[src/rtl/basic_computer_pkg.sv]
// Shared constants, opcode encodings and IR field helpers for the basic computer.
`timescale 1ns/1ps
package basic_computer_pkg;

  localparam int SC_W   = 4;
  localparam int N_T    = 16;
  localparam int OPC_W  = 3;
  localparam int IR_W   = 16;
  localparam int ADDR_W = 12;

  // Memory-reference opcode encodings (IR[14:12]); 7 selects register/IO group.
  localparam logic [OPC_W-1:0] AND    = 3'd0;
  localparam logic [OPC_W-1:0] ADD    = 3'd1;
  localparam logic [OPC_W-1:0] LDA    = 3'd2;
  localparam logic [OPC_W-1:0] STA    = 3'd3;
  localparam logic [OPC_W-1:0] BUN    = 3'd4;
  localparam logic [OPC_W-1:0] BSA    = 3'd5;
  localparam logic [OPC_W-1:0] ISZ    = 3'd6;
  localparam logic [OPC_W-1:0] REG_IO = 3'd7;

  function automatic logic [OPC_W-1:0] ir_opcode(input logic [IR_W-1:0] ir);
    return ir[14:12];
  endfunction

  function automatic logic ir_indirect(input logic [IR_W-1:0] ir);
    return ir[15];
  endfunction

  function automatic logic [ADDR_W-1:0] ir_address(input logic [IR_W-1:0] ir);
    return ir[ADDR_W-1:0];
  endfunction

endpackage

[src/rtl/sc_counter_decoder.sv]
// Sequence counter with run flip-flop and one-hot timing decoder.
// SC only advances while running; halting forces SC back to zero.
`timescale 1ns/1ps
module sc_counter_decoder #(
  parameter int SC_W = 4,
  parameter int N_T  = 16
) (
  input  logic           clk,
  input  logic           rst_n,
  input  logic           start,
  input  logic           hlt,
  input  logic           sc_inc,
  input  logic           sc_clr,
  output logic [SC_W-1:0] sc,
  output logic           running,
  output logic [N_T-1:0] seq
);

  logic [SC_W-1:0] r_sc;
  logic            r_running;
  logic [N_T-1:0]  w_seq;

  // Run flip-flop and counter: hlt beats start, clear beats increment.
  always_ff @(posedge clk or negedge rst_n) begin
    if (!rst_n) begin
      r_running <= 1'b0;
      r_sc      <= '0;
    end else if (hlt) begin
      r_running <= 1'b0;
      r_sc      <= '0;
    end else if (!r_running) begin
      r_sc <= '0;
      if (start) r_running <= 1'b1;
    end else if (sc_clr) begin
      r_sc <= '0;
    end else if (sc_inc) begin
      r_sc <= r_sc + 1'b1;
    end
  end

  // One-hot timing decode, gated by the run flip-flop.
  always_comb begin
    w_seq = '0;
    if (r_running) w_seq[r_sc] = 1'b1;
  end

  assign sc      = r_sc;
  assign running = r_running;
  assign seq     = w_seq;

endmodule

[src/rtl/seq_timing_unit.sv]
// Timing and decode front end for the basic-computer control logic:
// sequence counter, opcode/indirect latch and interrupt flip-flops.
`timescale 1ns/1ps
module seq_timing_unit #(
  parameter int SC_W  = basic_computer_pkg::SC_W,
  parameter int N_T   = basic_computer_pkg::N_T,
  parameter int OPC_W = basic_computer_pkg::OPC_W
) (
  input  logic                clk,
  input  logic                rst_n,
  input  logic                start,
  input  logic                hlt,
  input  logic                sc_inc,
  input  logic                sc_clr,
  input  logic [15:0]         ir,
  input  logic                ien_set,
  input  logic                ien_clr,
  input  logic                r_clr,
  input  logic                fgi,
  input  logic                fgo,
  output logic [N_T-1:0]      seq,
  output logic [2**OPC_W-1:0] op,
  output logic                ind,
  output logic [11:0]         ir_addr,
  output logic [SC_W-1:0]     sc,
  output logic                running,
  output logic                ien,
  output logic                r_int
);

  import basic_computer_pkg::*;

  logic [N_T-1:0]      w_seq;
  logic [SC_W-1:0]     w_sc;
  logic                w_running;
  logic [2**OPC_W-1:0] w_op_onehot;
  logic                w_r_set;

  logic [2**OPC_W-1:0] r_op;
  logic                r_ind;
  logic                r_ien;
  logic                r_r;

  sc_counter_decoder #(
    .SC_W (SC_W),
    .N_T  (N_T)
  ) u_sc (
    .clk     (clk),
    .rst_n   (rst_n),
    .start   (start),
    .hlt     (hlt),
    .sc_inc  (sc_inc),
    .sc_clr  (sc_clr),
    .sc      (w_sc),
    .running (w_running),
    .seq     (w_seq)
  );

  // Opcode decode of the live IR; only sampled at T2.
  always_comb begin
    w_op_onehot = '0;
    w_op_onehot[ir_opcode(ir)] = 1'b1;
  end

  // Interrupt request is only taken outside the fetch/decode slots T0..T2.
  assign w_r_set = w_running & r_ien & (fgi | fgo) &
                   ~(w_seq[0] | w_seq[1] | w_seq[2]) & ~r_clr;

  // Decode latch: capture opcode and indirect bit on the T2 edge, hold otherwise.
  always_ff @(posedge clk or negedge rst_n) begin
    if (!rst_n) begin
      r_op  <= '0;
      r_ind <= 1'b0;
    end else if (w_running && w_seq[2]) begin
      r_op  <= w_op_onehot;
      r_ind <= ir_indirect(ir);
    end
  end

  // Interrupt enable: IOF or end of interrupt cycle beats ION.
  always_ff @(posedge clk or negedge rst_n) begin
    if (!rst_n) begin
      r_ien <= 1'b0;
    end else if (ien_clr || r_clr) begin
      r_ien <= 1'b0;
    end else if (ien_set) begin
      r_ien <= 1'b1;
    end
  end

  // Interrupt-cycle flip-flop: any clear source beats a new request.
  always_ff @(posedge clk or negedge rst_n) begin
    if (!rst_n) begin
      r_r <= 1'b0;
    end else if (r_clr || hlt || !w_running) begin
      r_r <= 1'b0;
    end else if (w_r_set) begin
      r_r <= 1'b1;
    end
  end

  assign seq     = w_seq;
  assign sc      = w_sc;
  assign running = w_running;
  assign op      = r_op;
  assign ind     = r_ind;
  assign ien     = r_ien;
  assign r_int   = r_r;
  assign ir_addr = ir_address(ir);

endmodule

[config.mk]
export PLATFORM = sky130hd
export DESIGN_NAME = seq_timing_unit
export DESIGN_NICKNAME = d
export VERILOG_FILES = /design/src/rtl/basic_computer_pkg.sv /design/src/rtl/sc_counter_decoder.sv /design/src/rtl/seq_timing_unit.sv
export SDC_FILE = /design/constraint.sdc
export NUM_CORES = 1
export LEC_CHECK = 0
export CAP_MARGIN = 10
export CORE_ASPECT_RATIO = 0.5
export CORE_MARGIN = 2
export CORE_UTILIZATION = 34
export DETAILED_ROUTE_END_ITERATION = 6
export HOLD_SLACK_MARGIN = 0.1
export PLACE_DENSITY_LB_ADDON = 0.3
export REMOVE_ABC_BUFFERS = 1
export SETUP_SLACK_MARGIN = 0.3
export SYNTH_ARGS = -nofsm -noshare
export SYNTH_HDL_FRONTEND = slang
export SYNTH_HIERARCHICAL = 1
export SYNTH_SLANG_ARGS = --single-unit
[constraint.sdc]
create_clock -name clk -period 1.9 [get_ports clk]
set_input_delay 0.38 -clock clk [delete_from_list [all_inputs] [get_ports clk]]
set_output_delay 0.38 -clock clk [all_outputs]
set_load 0.02 [all_outputs]
==> flow_summary.ini <==
[global_route]
grt_pass1_vias = 890
antenna_found_initial = 0
gr-total-overflow = 0
grt_pass1_wl_um = 4690
grt_start_max_net_pins = 17
grt_usage_pct = 18.6

[sta]
worst_pin_slew_ns = 0.240
max_freq_mhz = 569
clock_skew_ns = 0.00350
period_share_pct = 92.6
maxSlewViolCount = 0
hold_slack_ns = 0.442
worst_slack_ns = 0.141
relSlewSlack_pct = 84.0
final.min_clock_period_ns = 1.76
hold_viol = 0
rsz0062_at_grt = yes
setup_viol = 0

[placed_design]
post-place-ws_ns = -0.108
postPlaceCellArea_um2 = 1440
place_hpwl_um = 2000
place.gp.congestion = 0.718
io_buffers = 46

[finish]
nFillCells = 203
final_util_pct = 65.6
syn_to_final_growth_pct = 80.5
final_nets = 183
multi_input_area_um2 = 593
fin_area_um2 = 1730
antennaDiodeCount = 0
drive_above_1_share_pct = 53.0
ff_latch_area_um2 = 407

[critical_path]
slowest_stage = dfrtp_2
crit_arrival_ns = 1.38
path_max_fanout = 4
ff2ff_path_depth = 9
critPathTopFamily = flip-flops
worstSetupStartpointType = flop
required_ns = 1.52
cpMostUsedCell = buf_6
path_buf_inv = 3
crit_chain = inv_2, ha_4, nand2_4, buf_6, nor2_4, buf_6
worstSetupEndpointType = primary output
crit_cells = 6
path_class = flop to primary output
critPathMaxStageDelay_ns = 0.44

[clock_tree]
cts.sinks = 16
cts-root-buf = clkbuf_8
h-tree-depth = 1
cts_tree = yes
cts_buffers = 3
clkTransAtPathRegs_ns = 0.07
cts-hold-fix-buffers = 0
cts.path.max_buffers = 2
clk_latency_ns = 0.25

[min_path]
holdCritPathClass = input pin to async pin

[drt]
drt_iter0_drc = 53
remaining_drc_errors = 0
post_drt_wl_per_cell_um = 17.8
drt-pass1-iter-count = 4
final_antenna_net_count = 0
vias_per_cell = 5.22
finalWirelength_um = 3350
vias = 981

[synthesis]
synth_seq_cells = 16
synth_common_cells = 18 x nor2_1, 16 x dfrtp_1, 12 x buf_4
avgSynthCellArea_um2 = 9.97
ys_async_sr_fraction_pct = 100
synth.area.top_cells = dfrtp_1 42%, buf_4 9.4%, nor2_1 7.1%
synth_top_cell_by_area = dfrtp_1
synth_cells = 96
yosys_warnings = 6
synth_seq_area_share_pct = 41.8
synth_top_area_share_pct = 41.8
synthFlopType = dfrtp_1
synth_edf_count = 0
syn-cell-area_um2 = 957
synth_cell_type_count = 28
yosys.cell_count.top_type = nor2_1

[flow_run]
cap_violations = 0

[power]
vdd_drop_max_v = 0.000246
leakage_uw = 0.000917
powerDensity_nw_per_um2 = 452

[die]
die-area_um2 = 3280
core_area_um2 = 2640
rows = 13
io_pins = 71
start_util_pct = 36.3
die_h_um = 41.5
die_w_um = 79.0

[run_status]
status = complete, no violations
power breakdown:
group / leakage, µW / internal, µW / switching (µW) / total [µW]
logic: 0.000678 / 64.4 / 54.1 / 118
clock network: 0.0000288 / 184 / 122 / 306
registers: 0.000210 / 347 / 8.33 / 355
cells in the final DEF (no fill, tap or decap), types with 2 or more instances in the layout:
cell	n
ha_4	2
clkbuf_8	4
nor3_1	3
dfrtp_2	5
nor2_2	4
nor3_4	2
dlygate4sd2_1	8
buf_4	21
a22o_2	5
inv_2	2
nor2_1	11
ha_2	2
and4b_1	2
buf_6	13
nand2_4	3
buf_2	2
inv_1	2
nor2_4	3
dfrtp_1	11
mux2_4	3
dlymetal6s2s_1	7
clkdlybuf4s50_1	14
layer usage:
layer	up-vias	global-route usage, %	part of all wire (%)
li1	432	-	-
met1	497	21.9	41
met2	44	31.5	49
met3	8	9.13	7.1
met4	0	3.10	2.3
met5	-	0	0
logic make-up (layout without fill, tap and decap cells):
group | Yosys count | in the layout | synth area share [%]
DFF | 16 | 16 | 41.8
and+or+nand+nor | 43 | 43 | 24.2
buffers and inverters | 18 | 73 | 12.0
xor gates and xnor gates | 1 | 1 | 0.915
adders and majority gates | 4 | 4 | 5.23
AOI/OAI and AO/OA | 9 | 9 | 8.89
muxes | 5 | 5 | 6.93
state kept, by name (all words and copies together) (netlist names):
register and count:
u_sc/running 1, u_sc/sc 4, r_int 1, ien 1, op 8, ind 1
final cells by class:
cell class	instances	area share (%)
clock buffers	4	3.19
inverters	4	0.869
multi-input cells	62	34.3
flip-flops and latches	16	23.5
well taps	37	2.68
repair buffers	65	35.4
path summary, 6_finish.rpt:
| kind | from | endpoint | slack [ns] |
|---|---|---|---|
| worst max-delay path | u_sc/sc[0]$_DFFE_PN0P_ | seq[14] | 0.14 |
| worst max register to register | u_sc/sc[1]$_DFFE_PN0P_ | r_int$_DFFE_PN0P_ | 0.21 |
| max in group asynchronous | rst_n | u_sc/running$_DFF_PN0_ | 1.26 |
| worst min-delay path | rst_n | ien$_DFFE_PN0P_ | 0.44 |
| min in group clk | op[0]$_DFFE_PN0P_ | op[0]$_DFFE_PN0P_ | 0.51 |
| worst min register to register | op[0]$_DFFE_PN0P_ | op[0]$_DFFE_PN0P_ | 0.51 |
repair_timing:
item                                    in CTS  in global routing
pin swaps                                    3                  7
buffers inserted                             7                  2
resized for setup                          106                 49
endpoints found under the setup margin      35                 34
stage by stage:
| step | total power [µW] | cells | setup TNS, ns |
|---|---|---|---|
| floorplan | 390 | 82 | -3.40 |
| global placement | 459 | 175 | -0.107 |
| detailed placement | 460 | 175 | -0.334 |
| CTS | 767 | 186 | 0 |
| global route | 809 | 188 | 0 |
| finish | 780 | 188 | 0 |
(Power assumes the default switching activity.)
